## config.mk

```make
export PLATFORM = sky130hd
export DESIGN_NAME = tt_um_wide_adder
export DESIGN_NICKNAME = d
export VERILOG_FILES = /design/src/rtl/tt_um_wide_adder.sv
export SDC_FILE = /design/constraint.sdc
export NUM_CORES = 1
export LEC_CHECK = 0
export ABC_AREA = 1
export ABC_CLOCK_PERIOD_IN_PS = 3500
export BUFFER_PORTS_ARGS = -buffer_cell sky130_fd_sc_hd__buf_2
export CAP_MARGIN = 15
export CORE_UTILIZATION = 30
export CTS_CLUSTER_SIZE = 28
export DETAILED_ROUTE_END_ITERATION = 12
export PLACE_DENSITY = 0.47
export SYNTH_ARGS = -nofsm -noshare
export SYNTH_HDL_FRONTEND = slang
export SYNTH_SLANG_ARGS = --single-unit
```

## constraint.sdc

```tcl
create_clock -name clk -period 3.5 [get_ports clk]
set_clock_uncertainty 0.15 [all_clocks]
set_input_delay 0.175 -clock clk [delete_from_list [all_inputs] [get_ports clk]]
set_output_delay 0.175 -clock clk [all_outputs]
set_load 0.01 [all_outputs]
```

## src/rtl/tt_um_wide_adder.sv

```systemverilog
// Purpose: byte-serial wide adder/subtractor; A then B are streamed in LSB-first, result is read back LSB-first.
// Latency: the result is readable the cycle after the last B byte is accepted; one byte per strobed cycle in and out.
// Backpressure: none; strobes are level-sampled while ena=1, ready/res_valid tell the host which phase is active.
// Optional feature: define ADDER_SATURATE_EN for unsigned saturation of the stored result.
module tt_um_wide_adder #(
  parameter int WIDTH_BYTES = 4
) (
  input  logic       clk,
  input  logic       rst_n,
  input  logic       ena,
  input  logic [7:0] ui_in,
  input  logic [7:0] uio_in,
  output logic [7:0] uo_out,
  output logic [7:0] uio_out,
  output logic [7:0] uio_oe
);

  // A 1-byte configuration still needs a 1-bit index register.
  localparam int IDX_W = (WIDTH_BYTES > 1) ? $clog2(WIDTH_BYTES) : 1;
  localparam logic [IDX_W-1:0] LAST_IDX = IDX_W'(WIDTH_BYTES - 1);

  typedef enum logic [1:0] {
    IDLE   = 2'd0,
    LOAD_A = 2'd1,
    LOAD_B = 2'd2,
    OUT    = 2'd3
  } state_t;

  state_t                         state_q, state_d;
  logic [IDX_W-1:0]               idx_q, idx_d;
  logic                           c_q, c_d;
  logic                           op_q, op_d;
  logic                           carry_q, carry_d;
  logic                           ovf_q, ovf_d;
  logic [WIDTH_BYTES-1:0][7:0]    a_q, a_d;
  logic [WIDTH_BYTES-1:0][7:0]    r_q, r_d;

  logic       start, wr_strobe, op_in, rd_strobe;
  logic       last;
  logic [IDX_W-1:0] idx_inc;
  logic [7:0] b_eff;
  logic [8:0] sum;
  logic       unused_ctrl;

  assign start     = uio_in[4];
  assign wr_strobe = uio_in[5];
  assign op_in     = uio_in[6];
  assign rd_strobe = uio_in[7];
  // Low nibble of uio_in carries no controls.
  assign unused_ctrl = &{1'b0, uio_in[3:0]};

  // Byte index wraps within the operand width so it never addresses past the last byte.
  assign last    = (idx_q == LAST_IDX);
  assign idx_inc = last ? '0 : idx_q + IDX_W'(1);

  // One byte lane of the ripple: subtraction adds ~B with the carry seeded to 1.
  assign b_eff = op_q ? ~ui_in : ui_in;
  assign sum   = {1'b0, a_q[idx_q]} + {1'b0, b_eff} + {8'b0, c_q};

  // Next-state and datapath update; everything holds unless ena is high.
  always_comb begin
    state_d = state_q;
    idx_d   = idx_q;
    c_d     = c_q;
    op_d    = op_q;
    carry_d = carry_q;
    ovf_d   = ovf_q;
    a_d     = a_q;
    r_d     = r_q;
    if (ena) begin
      if (start) begin
        // Start (from IDLE) or abort (from anywhere else); wins over both strobes.
        state_d = LOAD_A;
        op_d    = op_in;
        idx_d   = '0;
        carry_d = 1'b0;
        ovf_d   = 1'b0;
      end else begin
        case (state_q)
          LOAD_A: begin
            if (wr_strobe) begin
              a_d[idx_q] = ui_in;
              idx_d      = idx_inc;
              if (last) begin
                state_d = LOAD_B;
                c_d     = op_q;
              end
            end
          end
          LOAD_B: begin
            if (wr_strobe) begin
              r_d[idx_q] = sum[7:0];
              c_d        = sum[8];
              idx_d      = idx_inc;
              if (last) begin
                state_d = OUT;
                carry_d = sum[8];
                ovf_d   = (a_q[idx_q][7] == b_eff[7]) && (sum[7] != a_q[idx_q][7]);
`ifdef ADDER_SATURATE_EN
                // Clamp to the unsigned range; flags keep the raw outcome.
                if (!op_q && sum[8]) begin
                  r_d = {WIDTH_BYTES{8'hFF}};
                end else if (op_q && !sum[8]) begin
                  r_d = '0;
                end
`endif
              end
            end
          end
          OUT: begin
            if (rd_strobe) begin
              idx_d = idx_inc;
              if (last) begin
                state_d = IDLE;
              end
            end
          end
          default: begin
          end
        endcase
      end
    end
  end

  // State register; reset discards any transaction in flight.
  always_ff @(posedge clk or negedge rst_n) begin
    if (!rst_n) begin
      state_q <= IDLE;
      idx_q   <= '0;
      c_q     <= 1'b0;
      op_q    <= 1'b0;
      carry_q <= 1'b0;
      ovf_q   <= 1'b0;
      a_q     <= '0;
      r_q     <= '0;
    end else begin
      state_q <= state_d;
      idx_q   <= idx_d;
      c_q     <= c_d;
      op_q    <= op_d;
      carry_q <= carry_d;
      ovf_q   <= ovf_d;
      a_q     <= a_d;
      r_q     <= r_d;
    end
  end

  // Result byte is only exposed while the host is reading.
  assign uo_out  = (state_q == OUT) ? r_q[idx_q] : 8'h00;
  assign uio_out = {4'b0000, ovf_q, carry_q, (state_q == OUT),
                    (state_q == LOAD_A) || (state_q == LOAD_B)};
  assign uio_oe  = 8'b0000_1111;

endmodule

```

==> impl_metrics.json, run 1 <==
{
  "hold_path.class": "primary input to register",
  "async_reset_ff_share_pct": 100.0,
  "fmax_ghz": 0.3632,
  "synthFlopType": "dfrtp_1",
  "clock_sinks": 72,
  "p_seq_share_pct": 30.9,
  "post_cts_resize_count": 0,
  "synthMuxAreaShare_pct": 0,
  "wl_per_cell_um": 14.37,
  "core_sq_um": 12820,
  "maxSlewHeadroom_pct": 53.39,
  "syn_inst": 521,
  "dp.final_hpwl_um": 7188,
  "maxCapViolCount": 0,
  "antenna_found_initial": 0,
  "synth_cell_types": 30,
  "p_leak_uw": 0.002371,
  "setup_tns_ns": 0,
  "fin_crit_sh_pct": 78.67,
  "worst-path-buf-inv": 3,
  "finalSetupViolCount": 0,
  "met3_usage_pct": 3.246,
  "dieWidth_um": 117.7,
  "drive_above_1_share_pct": 11.07,
  "synth_area_leaders": "dfrtp_1 (45%), nand2_1 (13%), o21ai_0 (6.7%)",
  "ys_seq_elements": 72,
  "grt_max_degree": 34,
  "multi_input_area_sq_um": 1884,
  "cpLargestDelayFamily": "buffers and inverters",
  "synth_edf_count": 0,
  "synth.most_common_cell": "nand2_1",
  "cellPowerDensity_nw_per_um2": 919.3,
  "cp_max_fo": 33,
  "yosysTopAreaCell": "dfrtp_1",
  "synthTopCellsByCount": "nand2_1 (138), dfrtp_1 (72), o21ai_0 (54)",
  "root_buffer": "clkbuf_16",
  "numPlacedInstances": 704,
  "swShare_pct": 43.12,
  "dp_slack_ns": 0.7486,
  "ys_seq_area_share_pct": 44.86,
  "path_clk_slew_ns": 0.06,
  "gr-usage-met1_pct": 22.47,
  "rows": 41,
  "post_cts_buffers": 0,
  "antenna_cells": 0,
  "final_cells": 723,
  "start_kind": "register",
  "drt_iter0_drc": 180,
  "gp_congestion": 0.8779,
  "path_class": "register to register",
  "grt_pass1_vias": 3326,
  "finalWorstSetupSlack_ns": 0.7467,
  "internal-power_uw": 2396,
  "grt_pass1_wl_um": 17690,
  "critPathCaptureType": "register",
  "ant_nets": 0,
  "p_sw_uw": 1816,
  "vias_per_cell": 4.674,
  "synth_top_family_by_area": "simple AND/OR/NAND/NOR gates",
  "synth_simple_gate_area_share_pct": 24.95,
  "ys_warn_count": 0,
  "cts_tree": "yes",
  "drcViolationCount": 0,
  "grt_usage_pct": 16.15,
  "cts_buffers": 9,
  "initial_core_util_pct": 31.32,
  "die_h_um": 117.7,
  "worstPathRequired_ns": 3.57,
  "nets": 581,
  "p_clk_share_pct": 22.0,
  "cts_max_path_buffers": 2,
  "portBuffers": 26,
  "synth_area_sq_um": 4016,
  "synth_area_per_cell_sq_um": 7.709,
  "cpMaxStageDelayCell": "dfrtp_1",
  "vias": 3379,
  "combPwrFrac_pct": 47.1,
  "synth_top_area_share_pct": 44.86,
  "clk_latency_ns": 0.33,
  "grtUsageMet2_pct": 25.15,
  "worst_pin_slew_ns": 0.6991,
  "synth_fa_ha_area_share_pct": 5.358,
  "hold_viol_final": 0,
  "dr.pass1.iters": 4,
  "rsz0062_at_grt": "no",
  "status": "finished clean",
  "die-area_sq_um": 13850,
  "worstPathArrival_ns": 2.83,
  "htreeDepth": 3,
  "grt.overflow.total": 0,
  "area_growth_pct": 14.08,
  "min_period_ns": 2.753,
  "wirelength_um": 10390,
  "io_pins": 43,
  "max_stage_delay_ns": 0.36,
  "fillers": 1397,
  "report.final.slew_viol_count": 0,
  "ir_worst_vdd_mv": 0.3301,
  "seq_area_sq_um": 1802,
  "top_usage_layer": "met2",
  "path_cells": "buf_4 -> inv_1 -> buf_4 -> o21ai_0 -> o22ai_1 -> ha_1 -> nand2_1 -> nand2_1 -> a21oi_1 -> nand3_1 -> nand3_1 -> nand2_1",
  "synth_compound_area_share_pct": 13.52,
  "synth_xor_area_share_pct": 1.963,
  "path_common_cell": "nand2_1"
}
-- per-layer routing --
metal	up-vias	share of wire [%]
met5	-	0
met4	0	1.4
met3	12	3.6
met2	65	45
met1	1598	50
li1	1704	-
-- power by group through the flow --
stage / Combinational [uW] / Clock (uW) / Sequential, uW
after global placement: 1950 / 0 / 1310
after CTS: 1980 / 955 / 1300
after global routing: 2310 / 979 / 1340
final: 1980 / 926 / 1300
after detailed placement: 1970 / 0 / 1310
after floorplan: 1480 / 0 / 1250
-- metrics by stage --
step / instance area, sq um / hold WS (ns) / util, % / total power, uW
floorplan: 4054 / -0.2706 / - / 2729
global placement: 4252 / 0.1158 / 33.15 / 3259
detailed placement: 4252 / 0.1242 / 33.15 / 3286
CTS: 4582 / 0.02343 / 35.73 / 4240
global route: 4582 / 0.04224 / 35.73 / 4625
finish: 4582 / 0.02963 / 35.73 / 4212
-- repair_timing --
item,4_1_cts,5_1_grt
hold buffers,3,0
setup endpoints to repair,0,0
endpoints found under the hold margin,29,0
-- path summary, 6_finish.rpt --
kind                                      start                  end  slack [ns]  cells after the start
min                                    ui_in[4]  a_q[20]$_DFFE_PN0P_        0.03                      3
min in group asynchronous                 rst_n  carry_q$_DFFE_PN0P_        0.29                      2
max                        idx_q[0]$_DFFE_PN0P_  r_q[15]$_DFFE_PN0P_        0.75                     12
max in group asynchronous                 rst_n  a_q[18]$_DFFE_PN0P_        2.14                      3
min reg2reg                  r_q[3]$_DFFE_PN0P_   r_q[3]$_DFFE_PN0P_        0.32                      2
max reg2reg                idx_q[0]$_DFFE_PN0P_  r_q[15]$_DFFE_PN0P_        0.75                     12
-- worst min-delay path, delay by kind of cell --
| family | cells | cell delay, ns |
|---|---|---|
| buffers and inverters | 2 | 0.22 |
| AO/OA/AOI/OAI | 1 | 0.08 |
-- cell usage in the layout (no fill, tap or decap), drive strengths merged, types with 2 or more instances in the layout --
master       count
nand2          145
o21ai           78
dfrtp           72
nor2            53
inv             42
nand3           37
buf             33
a21oi           16
ha              14
clkbuf          13
conb            12
xor2             9
o22ai            7
clkinv           4
dlygate4sd3      3
a21o             2
nand4            2
or2              2
fa               2
-- registers in the layout, summed over array words and instances, names as in the netlist --
register	count
a_q	32
c_q	1
carry_q	1
idx_q	2
op_q	1
ovf_q	1
r_q	32
state_q	2
-- cells by family after synthesis --
| group | Yosys count |
|---|---|
| simple gates | 241 |
| compound gates | 105 |
| buf+inv | 76 |
| flops | 72 |
| fa+ha+maj | 16 |
| xor+xnor | 9 |
| other cells | 2 |
-- final cells by class --
type / instances / share of cell area, %
multi-input combinational: 383 / 41.13
sequential: 72 / 39.32
clock buffer: 13 / 5.680
tap: 172 / 4.697
timing repair buffer: 36 / 4.642
inverter: 44 / 3.659
clock inverter: 3 / 0.8738
Note: power is estimated with default switching activity, not from simulation.
==> run 2, diff against run 1 <==
- ABC_CLOCK_PERIOD_IN_PS: 3500 -> 2700
- clock period: 3.5 -> 2.7 ns (I/O delays scaled with it)
==> run 2 against run 1 <==
Effect of this change:
- global-route usage fell by 0.56 points
- routed wire length down 2.7%
- die area unchanged
- setup slack got worse by 0.51 ns
- hold slack improved by 0.0088 ns
- non-clock buffer count grew 13
- first-iteration DRC count down 2.8%
- flip-flop and latch count unchanged
- critical endpoint is now r_q[22]$_DFFE_PN0P_
==> impl_metrics.json, run 2 (same netlist as run 1, synthesis figures left out) <==
{
  "maxSlewHeadroom_pct": 66.31,
  "fin_crit_sh_pct": 91.18,
  "fillers": 1412,
  "vias": 3418,
  "cts_buffers": 9,
  "setup_tns_ns": 0,
  "multi_input_area_sq_um": 1909,
  "worst_pin_slew_ns": 0.5054,
  "drive_above_1_share_pct": 12.94,
  "cellPowerDensity_nw_per_um2": 1179,
  "hold_ws_ns": 0.03845,
  "crit_path_start": "idx_q[1]$_DFFE_PN0P_",
  "grt.overflow.total": 0,
  "p_seq_share_pct": 29.9,
  "hold_viol_final": 0,
  "worstPathRequired_ns": 2.77,
  "wl_per_cell_um": 13.73,
  "die_h_um": 117.7,
  "io_pins": 43,
  "grt_pass1_wl_um": 16860,
  "grt_usage_pct": 15.59,
  "finalSetupViolCount": 0,
  "drcViolationCount": 0,
  "status": "finished clean",
  "min-delay-start": "uio_in[5]",
  "fmax_ghz": 0.4062,
  "ant_nets": 0,
  "swShare_pct": 42.76,
  "grt_pass1_vias": 3246,
  "seq_area_sq_um": 1802,
  "grt_max_degree": 39,
  "hold_path.class": "primary input to register",
  "stdcell_area_sq_um": 4736,
  "wirelength_um": 10110,
  "vias_per_cell": 4.644,
  "ir_worst_vdd_mv": 0.4277,
  "antenna_found_initial": 0,
  "maxCapViolCount": 0,
  "nets": 594,
  "reg_top3": "a_q (32), r_q (32)",
  "cpMaxStageDelayCell": "dfrtp_1",
  "dp.final_hpwl_um": 7208,
  "final_util_pct": 36.93,
  "area_growth_pct": 17.91,
  "path_clk_slew_ns": 0.06,
  "rsz0062_at_grt": "no",
  "combPwrFrac_pct": 49.0,
  "report.final.slew_viol_count": 0,
  "cp_max_fo": 8,
  "internal-power_uw": 3196,
  "dieWidth_um": 117.7,
  "dr.pass1.iters": 4,
  "clk_latency_ns": 0.33,
  "max_stage_delay_ns": 0.41,
  "min_period_ns": 2.462,
  "drt_iter0_drc": 175,
  "gp_congestion": 0.8361,
  "final_common_cell": "nand2_1",
  "clock_sinks": 72,
  "p_clk_share_pct": 21.1,
  "antenna_cells": 0,
  "most-common-layout-cells": "nand2_1 (138), dfrtp_1 (72), o21ai_0 (54)",
  "path_class": "register to register",
  "die-area_sq_um": 13850,
  "path_cells": "buf_4 -> o21ai_0 -> o22ai_1 -> fa_2 -> fa_1 -> buf_4 -> nand3_1 -> nand4_1 -> nand3_1 -> nand2_1",
  "htreeDepth": 3,
  "start_kind": "register",
  "post_cts_buffers": 0,
  "p_sw_uw": 2388,
  "portBuffers": 26,
  "root_buffer": "clkbuf_16",
  "r2r-start": "idx_q[1]$_DFFE_PN0P_",
  "core_sq_um": 12820,
  "rows": 41,
  "cts_tree": "yes",
  "initial_core_util_pct": 31.32,
  "p_leak_uw": 0.002437,
  "worstPathArrival_ns": 2.54,
  "cts_max_path_buffers": 2,
  "critPathCaptureType": "register",
  "place_area_sq_um": 4290
}
-- run 2: layout make-up --
type / instances / share of cell area, %
Clock buffer: 15 / 6.288
Timing Repair Buffer: 49 / 7.054
Inverter: 44 / 3.593
Tap cell: 172 / 4.544
Multi-Input combinational cell: 383 / 40.32
Sequential cell: 72 / 38.04
Clock inverter: 1 / 0.1585
-- run 2: worst paths after layout --
kind / to / slack (ns) / cells past startpoint
setup / recovery: r_q[22]$_DFFE_PN0P_ / 0.24 / 10
hold / removal: ovf_q$_DFFE_PN0P_ / 0.04 / 4
setup reg to reg: r_q[22]$_DFFE_PN0P_ / 0.24 / 10
hold reg to reg: r_q[26]$_DFFE_PN0P_ / 0.32 / 2
max in group asynchronous: a_q[28]$_DFFE_PN0P_ / 1.78 / 3
min in group asynchronous: r_q[24]$_DFFE_PN0P_ / 0.24 / 3
-- run 2: power by group through the flow --
| stage | Clock, uW | Sequential, uW | Combinational [uW] |
|---|---|---|---|
| after floorplan | 0 | 1630 | 1920 |
| after global routing | 1260 | 1720 | 3120 |
| after global placement | 0 | 1670 | 2650 |
| after CTS | 1210 | 1670 | 2680 |
| final | 1180 | 1670 | 2730 |
| after detailed placement | 0 | 1690 | 2660 |
-- run 2: layer usage --
metal,part of all wire [%],track usage (%),vias to the layer above
met4,1.2,4.567,0
met2,46,25.33,63
met5,0,0,-
met1,49,20.91,1613
met3,3.4,3.052,9
li1,-,-,1733
-- run 2: timing repair --
item / 4_1_cts / 5_1_grt
hold endpoints to repair: 94 / 0
endpoints found under the setup margin: 0 / 10
hold buffers: 11 / 0
resized for setup: 0 / 7
-- run 2: worst max-delay path, delay by kind of cell, from the launching register on --
kind	cells	cell delay (ns)
flip-flops	1	0.41
AND/OR/NAND/NOR	4	0.48
AO/OA/AOI/OAI	2	0.20
buffers and inverters	2	0.35
adder cells (fa/ha/maj)	2	0.76
-- run 2: stage by stage --
step                setup WS (ns)  cells  power [uW]
finish                     0.2381    736        5583
global route              0.02443    736        6099
CTS                        0.1262    736        5563
detailed placement         0.1353    709        4345
global placement           0.1408    709        4319
floorplan                 0.03222    531        3541
